<file path="src/rtl/scan_seq64_pkg.sv">
// Shared definitions for the scan_seq64 index generator: state encoding,
// index width and the bounded index-step helper.
package scan_seq64_pkg;

  localparam int IDX_W = 6;
  localparam logic [IDX_W-1:0] IDX_MAX = 6'd63;

  localparam logic [1:0] S_IDLE = 2'd0;
  localparam logic [1:0] S_RUN  = 2'd1;

  typedef enum logic [1:0] {
    ST_IDLE = S_IDLE,
    ST_RUN  = S_RUN
  } state_e;

  function automatic logic [IDX_W-1:0] idx_min(input logic [IDX_W-1:0] a,
                                               input logic [IDX_W-1:0] b);
    return (a < b) ? a : b;
  endfunction

  function automatic logic [IDX_W-1:0] idx_max(input logic [IDX_W-1:0] a,
                                               input logic [IDX_W-1:0] b);
    return (a < b) ? b : a;
  endfunction

  // Saturating step: the index can never wrap modulo 64 even if called at a rail.
  function automatic logic [IDX_W-1:0] idx_step(input logic [IDX_W-1:0] cur,
                                                input logic             down);
    logic [IDX_W-1:0] res;
    if (down) begin
      res = (cur == 6'd0) ? cur : cur - 6'd1;
    end else begin
      res = (cur == IDX_MAX) ? cur : cur + 6'd1;
    end
    return res;
  endfunction

endpackage

</file>
<file path="src/rtl/scan_seq64_dwell_counter.sv">
// Down-counter that sets how long each index is held; load takes priority
// over decrement and the counter stops at zero.
module dwell_counter #(
  parameter int DW = 8
) (
  input  logic          i_clk,
  input  logic          i_rst_n,
  input  logic          i_load,
  input  logic [DW-1:0] i_load_val,
  input  logic          i_dec,
  output logic          o_zero
);

  logic [DW-1:0] r_cnt;

  // Count register: load, otherwise decrement while non-zero.
  always_ff @(posedge i_clk or negedge i_rst_n) begin
    if (!i_rst_n) begin
      r_cnt <= {DW{1'b0}};
    end else if (i_load) begin
      r_cnt <= i_load_val;
    end else if (i_dec && (r_cnt != {DW{1'b0}})) begin
      r_cnt <= r_cnt - {{(DW-1){1'b0}}, 1'b1};
    end else begin
      r_cnt <= r_cnt;
    end
  end

  assign o_zero = (r_cnt == {DW{1'b0}});

endmodule

</file>
<file path="src/rtl/scan_seq64.sv">
// Sequential index generator for the 6-to-64 one-hot decoder: sweeps w across
// a shadowed [lo..hi] window, up or down, with programmable dwell per index.
module scan_seq64
  import scan_seq64_pkg::*;
#(
  parameter int DW = 8
) (
  input  logic             i_clk,
  input  logic             i_rst_n,
  input  logic             i_start,
  input  logic             i_stop,
  input  logic             i_mode,
  input  logic             i_dir,
  input  logic [IDX_W-1:0] i_lo,
  input  logic [IDX_W-1:0] i_hi,
  input  logic [DW-1:0]    i_dwell,
  output logic             o_en,
  output logic [IDX_W-1:0] o_w,
  output logic             o_busy,
  output logic             o_tick,
  output logic             o_wrap,
  output logic             o_done
);

  state_e           r_state;
  logic             r_en;
  logic [IDX_W-1:0] r_w;
  logic             r_busy;
  logic             r_tick;
  logic             r_wrap;
  logic             r_done;

  logic             r_mode;
  logic             r_dir;
  logic [DW-1:0]    r_dwell;
  logic [IDX_W-1:0] r_lo;
  logic [IDX_W-1:0] r_hi;

  state_e           w_state_n;
  logic             w_en_n;
  logic [IDX_W-1:0] w_w_n;
  logic             w_busy_n;
  logic             w_tick_n;
  logic             w_wrap_n;
  logic             w_done_n;
  logic             w_cap;
  logic             w_load;
  logic [DW-1:0]    w_load_val;
  logic             w_dec;
  logic             w_zero;

  logic [IDX_W-1:0] w_lo_in;
  logic [IDX_W-1:0] w_hi_in;
  logic [IDX_W-1:0] w_first;
  logic [IDX_W-1:0] w_last;

  assign w_lo_in = idx_min(i_lo, i_hi);
  assign w_hi_in = idx_max(i_lo, i_hi);
  assign w_first = r_dir ? r_hi : r_lo;
  assign w_last  = r_dir ? r_lo : r_hi;

  dwell_counter #(
    .DW (DW)
  ) u_dwell (
    .i_clk      (i_clk),
    .i_rst_n    (i_rst_n),
    .i_load     (w_load),
    .i_load_val (w_load_val),
    .i_dec      (w_dec),
    .o_zero     (w_zero)
  );

  // Next-state, index stepping and status-pulse decode.
  always_comb begin
    w_state_n  = r_state;
    w_en_n     = r_en;
    w_w_n      = r_w;
    w_busy_n   = r_busy;
    w_tick_n   = 1'b0;
    w_wrap_n   = 1'b0;
    w_done_n   = 1'b0;
    w_cap      = 1'b0;
    w_load     = 1'b0;
    w_load_val = r_dwell;
    w_dec      = 1'b0;
    case (r_state)
      ST_IDLE: begin
        if (i_start && !i_stop) begin
          w_cap      = 1'b1;
          w_state_n  = ST_RUN;
          w_en_n     = 1'b1;
          w_busy_n   = 1'b1;
          w_w_n      = i_dir ? w_hi_in : w_lo_in;
          w_load     = 1'b1;
          w_load_val = i_dwell;
        end else begin
          w_en_n   = 1'b0;
          w_busy_n = 1'b0;
        end
      end
      ST_RUN: begin
        if (i_stop) begin
          w_state_n = ST_IDLE;
          w_en_n    = 1'b0;
          w_busy_n  = 1'b0;
        end else if (!w_zero) begin
          w_dec = 1'b1;
        end else if (r_w != w_last) begin
          w_w_n    = idx_step(r_w, r_dir);
          w_load   = 1'b1;
          w_tick_n = 1'b1;
        end else if (!r_mode) begin
          w_state_n = ST_IDLE;
          w_en_n    = 1'b0;
          w_busy_n  = 1'b0;
          w_done_n  = 1'b1;
        end else begin
          w_w_n    = w_first;
          w_load   = 1'b1;
          w_wrap_n = 1'b1;
        end
      end
      default: begin
        w_state_n = ST_IDLE;
        w_en_n    = 1'b0;
        w_busy_n  = 1'b0;
      end
    endcase
  end

  // State and registered decoder-facing outputs.
  always_ff @(posedge i_clk or negedge i_rst_n) begin
    if (!i_rst_n) begin
      r_state <= ST_IDLE;
      r_en    <= 1'b0;
      r_w     <= 6'd0;
      r_busy  <= 1'b0;
      r_tick  <= 1'b0;
      r_wrap  <= 1'b0;
      r_done  <= 1'b0;
    end else begin
      r_state <= w_state_n;
      r_en    <= w_en_n;
      r_w     <= w_w_n;
      r_busy  <= w_busy_n;
      r_tick  <= w_tick_n;
      r_wrap  <= w_wrap_n;
      r_done  <= w_done_n;
    end
  end

  // Shadow copies so input changes mid-sweep have no effect.
  always_ff @(posedge i_clk or negedge i_rst_n) begin
    if (!i_rst_n) begin
      r_mode  <= 1'b0;
      r_dir   <= 1'b0;
      r_dwell <= {DW{1'b0}};
      r_lo    <= 6'd0;
      r_hi    <= 6'd0;
    end else if (w_cap) begin
      r_mode  <= i_mode;
      r_dir   <= i_dir;
      r_dwell <= i_dwell;
      r_lo    <= w_lo_in;
      r_hi    <= w_hi_in;
    end else begin
      r_mode  <= r_mode;
      r_dir   <= r_dir;
      r_dwell <= r_dwell;
      r_lo    <= r_lo;
      r_hi    <= r_hi;
    end
  end

  assign o_en   = r_en;
  assign o_w    = r_w;
  assign o_busy = r_busy;
  assign o_tick = r_tick;
  assign o_wrap = r_wrap;
  assign o_done = r_done;

endmodule

</file>
<file path="config.mk">
export PLATFORM = sky130hd
export DESIGN_NAME = scan_seq64
export DESIGN_NICKNAME = d
export VERILOG_FILES = /design/src/rtl/scan_seq64_pkg.sv /design/src/rtl/scan_seq64_dwell_counter.sv /design/src/rtl/scan_seq64.sv
export SDC_FILE = /design/constraint.sdc
export NUM_CORES = 1
export LEC_CHECK = 0
export CAP_MARGIN = 40
export CORE_MARGIN = 4
export CORE_UTILIZATION = 44
export CTS_BUF_LIST = sky130_fd_sc_hd__clkbuf_2
export CTS_CLUSTER_SIZE = 24
export DETAILED_ROUTE_END_ITERATION = 8
export GPL_ROUTABILITY_DRIVEN = 0
export PLACE_DENSITY = 0.68
export SETUP_SLACK_MARGIN = 0.3
export SLEW_MARGIN = 30
export SYNTH_ARGS = -nofsm -noshare
export SYNTH_HDL_FRONTEND = slang
export SYNTH_HIERARCHICAL = 1
export SYNTH_SLANG_ARGS = --single-unit
</file>
<file path="constraint.sdc">
create_clock -name i_clk -period 5.2 [get_ports i_clk]
set_clock_uncertainty 0.15 [all_clocks]
set_input_delay 0.52 -clock i_clk [delete_from_list [all_inputs] [get_ports i_clk]]
set_output_delay 0.52 -clock i_clk [all_outputs]
set_load 0.05 [all_outputs]
</file>
* Word level (Yosys, flattened, before mapping) *
Cells that the tools add are included.

word-level totals
  bits in registers = 42
  input bits = 26
  logic and storage cells = 92

cells by class
  add/subtract/negate cells = 3
  $lt $le $gt $ge = 1
  equality and inequality tests = 12
  muxes and demuxes = 52
  reduce and logical (&&, ||, !) cells = 12

operators with widths
  cell                                                                 count
  6-bit two-way mux                                                    13
  8-bit two-way mux                                                    4
  1-bit two-way mux                                                    26
  3-bit != test (second input constant)                                4
  6-bit case mux with 2 select lines                                   1
  2-bit two-way mux                                                    5
  8-bit zero test                                                      1
  4-bit != test (second input constant)                                2
  8-bit nonzero test                                                   1
  8-bit by 1-bit subtractor with 8-bit output (second input constant)  1
  7-bit AND reduction                                                  1
  6-bit by 1-bit adder with 6-bit output (second input constant)       1
  6-bit == test (second input constant)                                1
  6-bit zero test                                                      1
  6-bit < comparator                                                   1
  2-bit != test (second input constant)                                3
  6-bit != test                                                        1
  6-bit by 1-bit subtractor with 6-bit output (second input constant)  1
  1-bit case mux with 2 select lines                                   2
  2-bit case mux with 2 select lines                                   1
  4-bit AND reduction                                                  1
  2-bit nonzero test                                                   2
  3-bit AND reduction                                                  1
  2-bit by 1-bit == test with 1-bit output (second input constant)     1
  other kinds (3)                                                      4

* Longest topological paths before layout *
Gate-level depths: netlist (run 1).

  depth after elaboration = 7
  depth in mapped cells = 13
  mapped depth without buffers = 9

* Modules after synthesis *
Netlist (run 1), hierarchy kept.

modules (own cells, without submodules)
  module         instances  cells an instance  area each (µm²)  sequential area each (µm²)
  scan_seq64     1          267                2312.2           825.8
  dwell_counter  1          58                 528.0            200.2

* Worst setup path after synthesis (run 1) *
OpenSTA, ideal clock, no wires.

  kind = flip-flop to flip-flop
  start = register r_w[1] (netlist: o_w[1])
  end = register u_dwell.r_cnt[7]
  setup time = 126 ps
  arrival time = 2408 ps
  required time = 4924 ps
  path slack = 2516 ps
  stages on the path, launching flop included = 11
  path buffers = 1
  path through = dfrtp_1 > inv_1 > xnor2_1 > and4_1 > buf_4 > nand2_1 > nor2_1 > o21ai_1 > clkinv_1 > o311a_1 > a221o_1

between the ends
  longest elaborated chain between the ends = 6
  elaborated cells between the ends (all ways) = 7

RTL lines
  item                                                     line                            text
  start, declared                                          scan_seq64.sv:27                logic [IDX_W-1:0] r_w;
  start signal, assigned                                   scan_seq64.sv:144               r_w <= w_w_n;
  6-bit != test (*)                                        scan_seq64.sv:108               end else if (r_w != w_last) begin
  1-bit two-way mux (*)                                    scan_seq64.sv:108
  1-bit two-way mux (*)                                    scan_seq64.sv:106               end else if (!w_zero) begin
  1-bit two-way mux (*)                                    scan_seq64.sv:102               if (i_stop) begin
  1-bit case mux with 2 select lines (*)                   scan_seq64.sv:86                case (r_state)
  net w_load                                               scan_seq64.sv:47                logic w_load;
  8-bit two-way mux or 2-bit nonzero test (tied branches)  -
  end signal, assigned                                     scan_seq64_dwell_counter.sv:19  r_cnt <= {DW{1'b0}};
  end signal, assigned                                     scan_seq64_dwell_counter.sv:21  r_cnt <= i_load_val;
  end signal, assigned                                     scan_seq64_dwell_counter.sv:23  r_cnt <= r_cnt - {{(DW-1){1'b0}}, 1'b1};
  end, declared                                            scan_seq64_dwell_counter.sv:14  logic [DW-1:0] r_cnt;

Mark *: on every way through the listed nets, which the timed path passes. The rest lies on a longest branch.
A chain may end at the register's enable or synchronous reset.

* Worst setup path after layout (run 1) *
  start = register r_dir
  end = register u_dwell.r_cnt[7]

between the ends
  longest elaborated chain between the ends = 7
  elaborated cells between the ends (all ways) = 8

RTL lines
  item                                                     line               text
  start, declared                                          scan_seq64.sv:34   logic r_dir;
  start signal, assigned                                   scan_seq64.sv:162  r_dir <= i_dir;
  start signal, assigned                                   scan_seq64.sv:168  r_dir <= r_dir;
  6-bit two-way mux (*)                                    scan_seq64.sv:60   assign w_last = r_dir ? r_lo : r_hi;
  6-bit != test (*)                                        scan_seq64.sv:108
  1-bit two-way mux (*)                                    scan_seq64.sv:108
  1-bit two-way mux (*)                                    scan_seq64.sv:106
  1-bit two-way mux (*)                                    scan_seq64.sv:102
  1-bit case mux with 2 select lines (*)                   scan_seq64.sv:86
  net w_load                                               scan_seq64.sv:47
  8-bit two-way mux or 2-bit nonzero test (tied branches)  -

Marks and branches as above.

==> results.py, run 1 <==
metrics = {
    "clock_network": {
        "cts_buffers": 5,
        "cts_root_buf": "clkbuf_2",
        "clock_path_buffers": 2,
        "cts_tree": "done",
        "hold_buffers": 1,
        "cts_sinks": 41,
        "htree_num_levels": 2,
        "path_clk_slew_ps": 220,
        "cts_setup_buffers": 0,
        "clock_latency_ps": 420,
        "post_cts_resized": 0,
    },
    "synthesis": {
        "async_flop_share_pct": 100,
        "yosysTopAreaCellShare_pct": 36.1,
        "syn-num-nets": 363,
        "syn_avg_cell_area_um2": 8.74,
        "synth_edf_count": 0,
        "synth_compound_area_share_pct": 20.0,
        "synthXorXnorAreaFrac_pct": 2.78,
        "netlist_instances": 325,
        "synthMuxAreaShare_pct": 9.25,
        "yosys.area_share.simple_pct": 21.5,
        "synth_top_family_by_area": "simple AND/OR/NAND/NOR gates",
        "synthTopCellsByArea": "dfrtp_1, mux2i_1, nand2_1",
        "synth_cell_types": 58,
        "ys_top_cells_by_count": "nand2_1, dfrtp_1, mux2i_1",
        "synth_largest_area_cell": "dfrtp_1",
        "ys_seq_area_share_pct": 36.1,
        "ys_ff_latch": 41,
        "synthAdderAreaFrac_pct": 5.55,
        "synth_most_common_cell": "nand2_1",
        "ys_warn_count": 6,
        "syn_area_um2": 2840,
        "ys.flop_type": "dfrtp_1",
    },
    "global_route": {
        "grt-ovfl-total": 0,
        "grt_start_max_net_pins": 35,
        "grt_pass1_wl_um": 11200,
        "track_usage_pct": 18.4,
        "first_global_vias": 2302,
        "antenna_found_initial": 0,
    },
    "hold_path": {
        "hold_class": "in -> async",
    },
    "critical_path": {
        "cp-end-kind": "flip-flop",
        "cpPeakStageDelay_ps": 900,
        "path_cells": "mux2i_1 -> xor2_1 -> and4_1 -> nand2_1 -> nor2_1 -> o21ai_1 -> clkbuf_4 -> clkinv_1 -> o311a_1 -> a221o_1",
        "timing.rr.start": "r_dir",
        "reg2reg_to": "u_dwell/r_cnt[7]",
        "crit_buf_inv": 2,
        "slowest_stage": "dfrtp_1",
        "r2r_cells": 10,
        "worst_ep_arrival_time_ps": 3560,
        "required_ps": 5380,
        "start_kind": "flip-flop",
        "crit_type": "reg -> reg",
        "regToRegSetupSlack_ps": 1820,
        "crit_family": "flip-flops",
        "path_max_fanout": 19,
    },
    "power_and_ir_drop": {
        "power_density_nw_per_um2": 397,
        "finalPower_mw": 1.31,
        "ir_drop_mv": 0.261,
        "p_leak_nw": 1.48,
    },
    "timing": {
        "slew_violations": 0,
        "fmax_ghz": 0.296,
        "slew-limit-headroom_pct": 47.4,
        "min_period_ps": 3380,
        "hold_viol_final": 0,
        "tns_ps": 0,
        "rsz0062_at_grt": "no",
        "setup_ws_ps": 1820,
        "post-route-period-util_pct": 65.0,
        "setup_violations": 0,
        "worst_pin_slew_ps": 788,
    },
    "detailed_routing": {
        "drc": 0,
        "drt_iter0_markers": 176,
        "ant_nets": 0,
        "wirelength_um": 6700,
        "wl_per_cell_um": 15.3,
        "vias_per_cell": 5.75,
        "drt_first_pass_iters": 4,
        "vias": 2512,
    },
    "layout": {
        "areaGrowthSynthToFinish_pct": 16.3,
        "fin_area_um2": 3300,
        "layout-drive-gt1-share_pct": 5.83,
        "final_nets": 397,
        "n_antenna_cell": 0,
        "utilization_pct": 52.3,
    },
    "floorplan": {
        "dieWidth_um": 88.3,
        "die_y_um": 88.3,
        "dieArea_um2": 7800,
        "core_area_um2": 6310,
        "ios": 37,
        "start_util_pct": 45.0,
        "rows": 29,
    },
    "placed_design": {
        "port_buffers": 36,
        "dp_hpwl_um": 5120,
        "dp_slack_ps": 1350,
        "dpl_cell_area_um2": 3250,
    },
    "status": {
        "outcome": "completed",
    },
    "flow_run": {
        "cap_violations": 0,
    },
}
[worst reg2reg max path, cell delays in order (launching register included)]
cell and delay [ps]:
dfrtp_1 900, mux2i_1 310, xor2_1 120, and4_1 280, nand2_1 180, nor2_1 60, o21ai_1 230, clkbuf_4 270
clkinv_1 300, o311a_1 240, a221o_1 250
[layout by cell type, fill, tap and decap left out, types with 4 or more instances in the layout]
cell type / n
a21oi_1: 9
nand3_1: 10
clkbuf_2: 5
o21ai_1: 13
a21o_1: 6
xnor2_1: 5
nor2_1: 13
o211ai_1: 4
nand2_1: 58
mux2i_1: 24
dfrtp_1: 41
clkdlybuf4s50_1: 35
a31oi_1: 11
o21ai_0: 15
nor2b_1: 4
ha_1: 11
inv_1: 14
nand4_1: 4
xor2_1: 4
nor4_1: 4
o31ai_1: 6
or4_1: 4
nor3_1: 8
[metal layers]
layer  wire length, um  global-route usage, %  up-vias
met5                 0                      0        -
met4               127                   6.73        0
met3               514                   1.96       16
met2              2940                   28.5       85
met1              3120                   26.7     1145
li1                  -                      -     1266
[where the power goes]
group          switching (mW)  total [mW]  internal (mW)
sequential              0.110       0.509          0.399
clock                   0.109       0.141         0.0320
combinational           0.387       0.663          0.276
[cell families after synthesis]
kind of cell / after synthesis
DFF: 41
muxes: 26
buffers and inverters: 29
adders and majority gates: 12
AOI/OAI and AO/OA: 84
and+or+nand+nor: 124
xor gates and xnor gates: 9
[sequential cells by signal (all words and copies together) (netlist names), 6 cells and up]
| name | flops |
|---|---|
| r_hi | 6 |
| u_dwell/r_cnt | 8 |
| o_w | 6 |
| r_dwell | 8 |
| r_lo | 6 |
[metrics by stage]
step                cells  hold WS (ps)
floorplan             325          74.4
global placement      426           301
detailed placement    427           296
CTS                   436           337
global route          437           346
finish                437           341
[how the worst max path moves through the flow]
stage | startpoint | end | slack (ps) | depth (start not counted)
after global placement | r_dir | u_dwell/r_cnt[7] | 1510 | 9
after global routing | r_dir | u_dwell/r_cnt[3] | 1600 | 9
after floorplan | o_w[1] | u_dwell/r_cnt[7] | 2520 | 10
after detailed placement | r_dir | u_dwell/r_cnt[7] | 1350 | 9
after CTS | r_dir | u_dwell/r_cnt[7] | 1350 | 9
final | r_dir | u_dwell/r_cnt[7] | 1820 | 10
[final cells by class]
cell class	count	area, um2
clock buffers	5	25.0
inverters	15	56.3
repair buffers	41	408
well taps	77	96.3
clock inverters	3	16.3
flip-flops and latches	41	1030
fillers	623	3010
multi-input cells	255	1680
(Power assumes the default switching activity.)
==> run 2, diff against run 1 <==
==> constraint.sdc (replaced) <==
create_clock -name i_clk -period 3.5 [get_ports i_clk]
set_clock_uncertainty 0.15 [all_clocks]
set_input_delay 0.35 -clock i_clk [delete_from_list [all_inputs] [get_ports i_clk]]
set_output_delay 0.35 -clock i_clk [all_outputs]
set_load 0.05 [all_outputs]
==> results.py, run 2 (synthesis results as in run 1) <==
metrics = {
    "timing": {
        "tns_ps": 0,
        "worst_pin_slew_ps": 682,
        "post-route-period-util_pct": 85.3,
        "fmax_ghz": 0.335,
        "min_period_ps": 2980,
        "rsz0062_at_grt": "yes",
        "holdWs_ps": 180,
        "slew-limit-headroom_pct": 54.1,
        "setup_ws_ps": 516,
        "hold_viol_final": 0,
        "setup_violations": 0,
        "slew_violations": 0,
    },
    "power_and_ir_drop": {
        "power_density_nw_per_um2": 615,
        "ir_drop_mv": 0.350,
        "p_leak_nw": 1.51,
    },
    "clock_network": {
        "cts_root_buf": "clkbuf_2",
        "cts_tree": "done",
        "cts_sinks": 41,
        "clock_latency_ps": 420,
        "htree_num_levels": 2,
        "clock_path_buffers": 2,
        "path_clk_slew_ps": 240,
        "cts_buffers": 5,
    },
    "floorplan": {
        "core_area_um2": 6310,
        "dieArea_um2": 7800,
        "start_util_pct": 45.0,
        "die_y_um": 88.3,
        "ios": 37,
        "dieWidth_um": 88.3,
        "rows": 29,
    },
    "critical_path": {
        "r2r_cells": 9,
        "cp-end-kind": "flip-flop",
        "crit_buf_inv": 2,
        "crit_type": "reg -> reg",
        "required_ps": 3680,
        "crit_family": "simple AND/OR/NAND/NOR gates",
        "path_cells": "inv_1 -> ha_1 -> or3b_2 -> nor2_1 -> nand2_1 -> o21ai_1 -> clkinv_1 -> o311a_1 -> a221o_1",
        "cpPeakStageDelay_ps": 490,
        "path_max_fanout": 10,
        "start_kind": "flip-flop",
        "slowest_stage": "or3b_2",
        "crit_cells": 9,
        "worst_ep_arrival_time_ps": 3160,
    },
    "global_route": {
        "antenna_found_initial": 0,
        "grt_start_max_net_pins": 33,
        "grt_pass1_wl_um": 11400,
        "track_usage_pct": 18.6,
        "use_met2_pct": 26.9,
        "use_met1_pct": 27.7,
        "grt.met3_usage_pct": 4.75,
        "first_global_vias": 2337,
        "busiest_layer": "met1",
        "grt-ovfl-total": 0,
    },
    "layout": {
        "layout-drive-gt1-share_pct": 7.44,
        "final_cell_mix": "nand2_1, dfrtp_1, clkdlybuf4s50_1",
        "reg_top3": "r_dwell (8), u_dwell/r_cnt (8)",
        "areaGrowthSynthToFinish_pct": 18.1,
        "final_common_cell": "nand2_1",
        "final_nets": 400,
        "n_antenna_cell": 0,
        "utilization_pct": 53.2,
    },
    "detailed_routing": {
        "vias": 2580,
        "vias_per_cell": 5.86,
        "wirelength_um": 7020,
        "drt_first_pass_iters": 4,
        "drc": 0,
        "wl_per_cell_um": 16.0,
        "ant_nets": 0,
        "drt_iter0_markers": 134,
    },
    "placed_design": {
        "port_buffers": 36,
        "dp_slack_ps": 443,
        "dp_hpwl_um": 5170,
    },
    "status": {
        "outcome": "completed",
    },
    "hold_path": {
        "hold_class": "in -> async",
    },
    "flow_run": {
        "cap_violations": 0,
    },
}
## run 2: changes by cell type in the layout (fill, tap and decap cells not counted), sizes merged
cell,previous run,this run
buf,4,8
bufinv,0,1
clkinv,3,2
clkbuf,6,5
## run 2: path summary, 6_finish.rpt
kind / slack [ps] / startpoint / end
max in group asynchronous: 2540 / i_rst_n / o_w[5]
setup reg to reg: 520 / u_dwell/r_cnt[0] / u_dwell/r_cnt[7]
hold reg to reg: 350 / r_dwell[1] / r_dwell[1]
setup / recovery: 520 / u_dwell/r_cnt[0] / u_dwell/r_cnt[7]
min in group i_clk: 290 / i_dwell[1] / r_dwell[1]
hold / removal: 180 / i_rst_n / u_dwell/r_cnt[0]
## run 2: where the power goes
group | internal, mW | switching [mW] | total [mW]
Clock | 0.122 | 0.170 | 0.293
Sequential | 0.594 | 0.164 | 0.757
Combinational | 0.418 | 0.595 | 1.01
Total | 1.13 | 0.929 | 2.06
## run 2: worst reg2reg max path: stages, from the launching register on
cell      delay (ps)
dfrtp_1          460
inv_1            110
ha_1             200
or3b_2           490
nor2_1           270
nand2_1          190
o21ai_1          210
clkinv_1         310
o311a_1          240
a221o_1          260
## run 2: metrics by stage
stage | cell area (um2) | cells | total power [mW]
after global placement | 3240 | 428 | 1.73
after detailed placement | 3260 | 429 | 1.75
after global routing | 3360 | 440 | 2.22
final | 3360 | 440 | 2.06
after CTS | 3340 | 438 | 2.06
after floorplan | 2840 | 325 | 1.48
## run 2: what timing repair did
action                                  CTS  global route
resized for setup                         0             1
setup buffers                             0             2
endpoints found under the setup margin    0             2
endpoints found under the hold margin    41             0
hold buffers                              1             0
## run 2: cell type report
| class | count | area [um2] |
|---|---|---|
| Multi-Input combinational cell | 255 | 1680 |
| Clock buffer | 5 | 25.0 |
| Tap cell | 77 | 96.3 |
| Clock inverter | 3 | 43.8 |
| Inverter | 15 | 56.3 |
| Fill cell | 622 | 2960 |
| Sequential cell | 41 | 1030 |
| Timing Repair Buffer | 44 | 430 |
## run 2: per-layer routing
layer	part of all wire, %	vias up
li1	-	1264
met1	48	1210
met2	42	93
met3	7.7	13
met4	1.4	0
met5	0	-
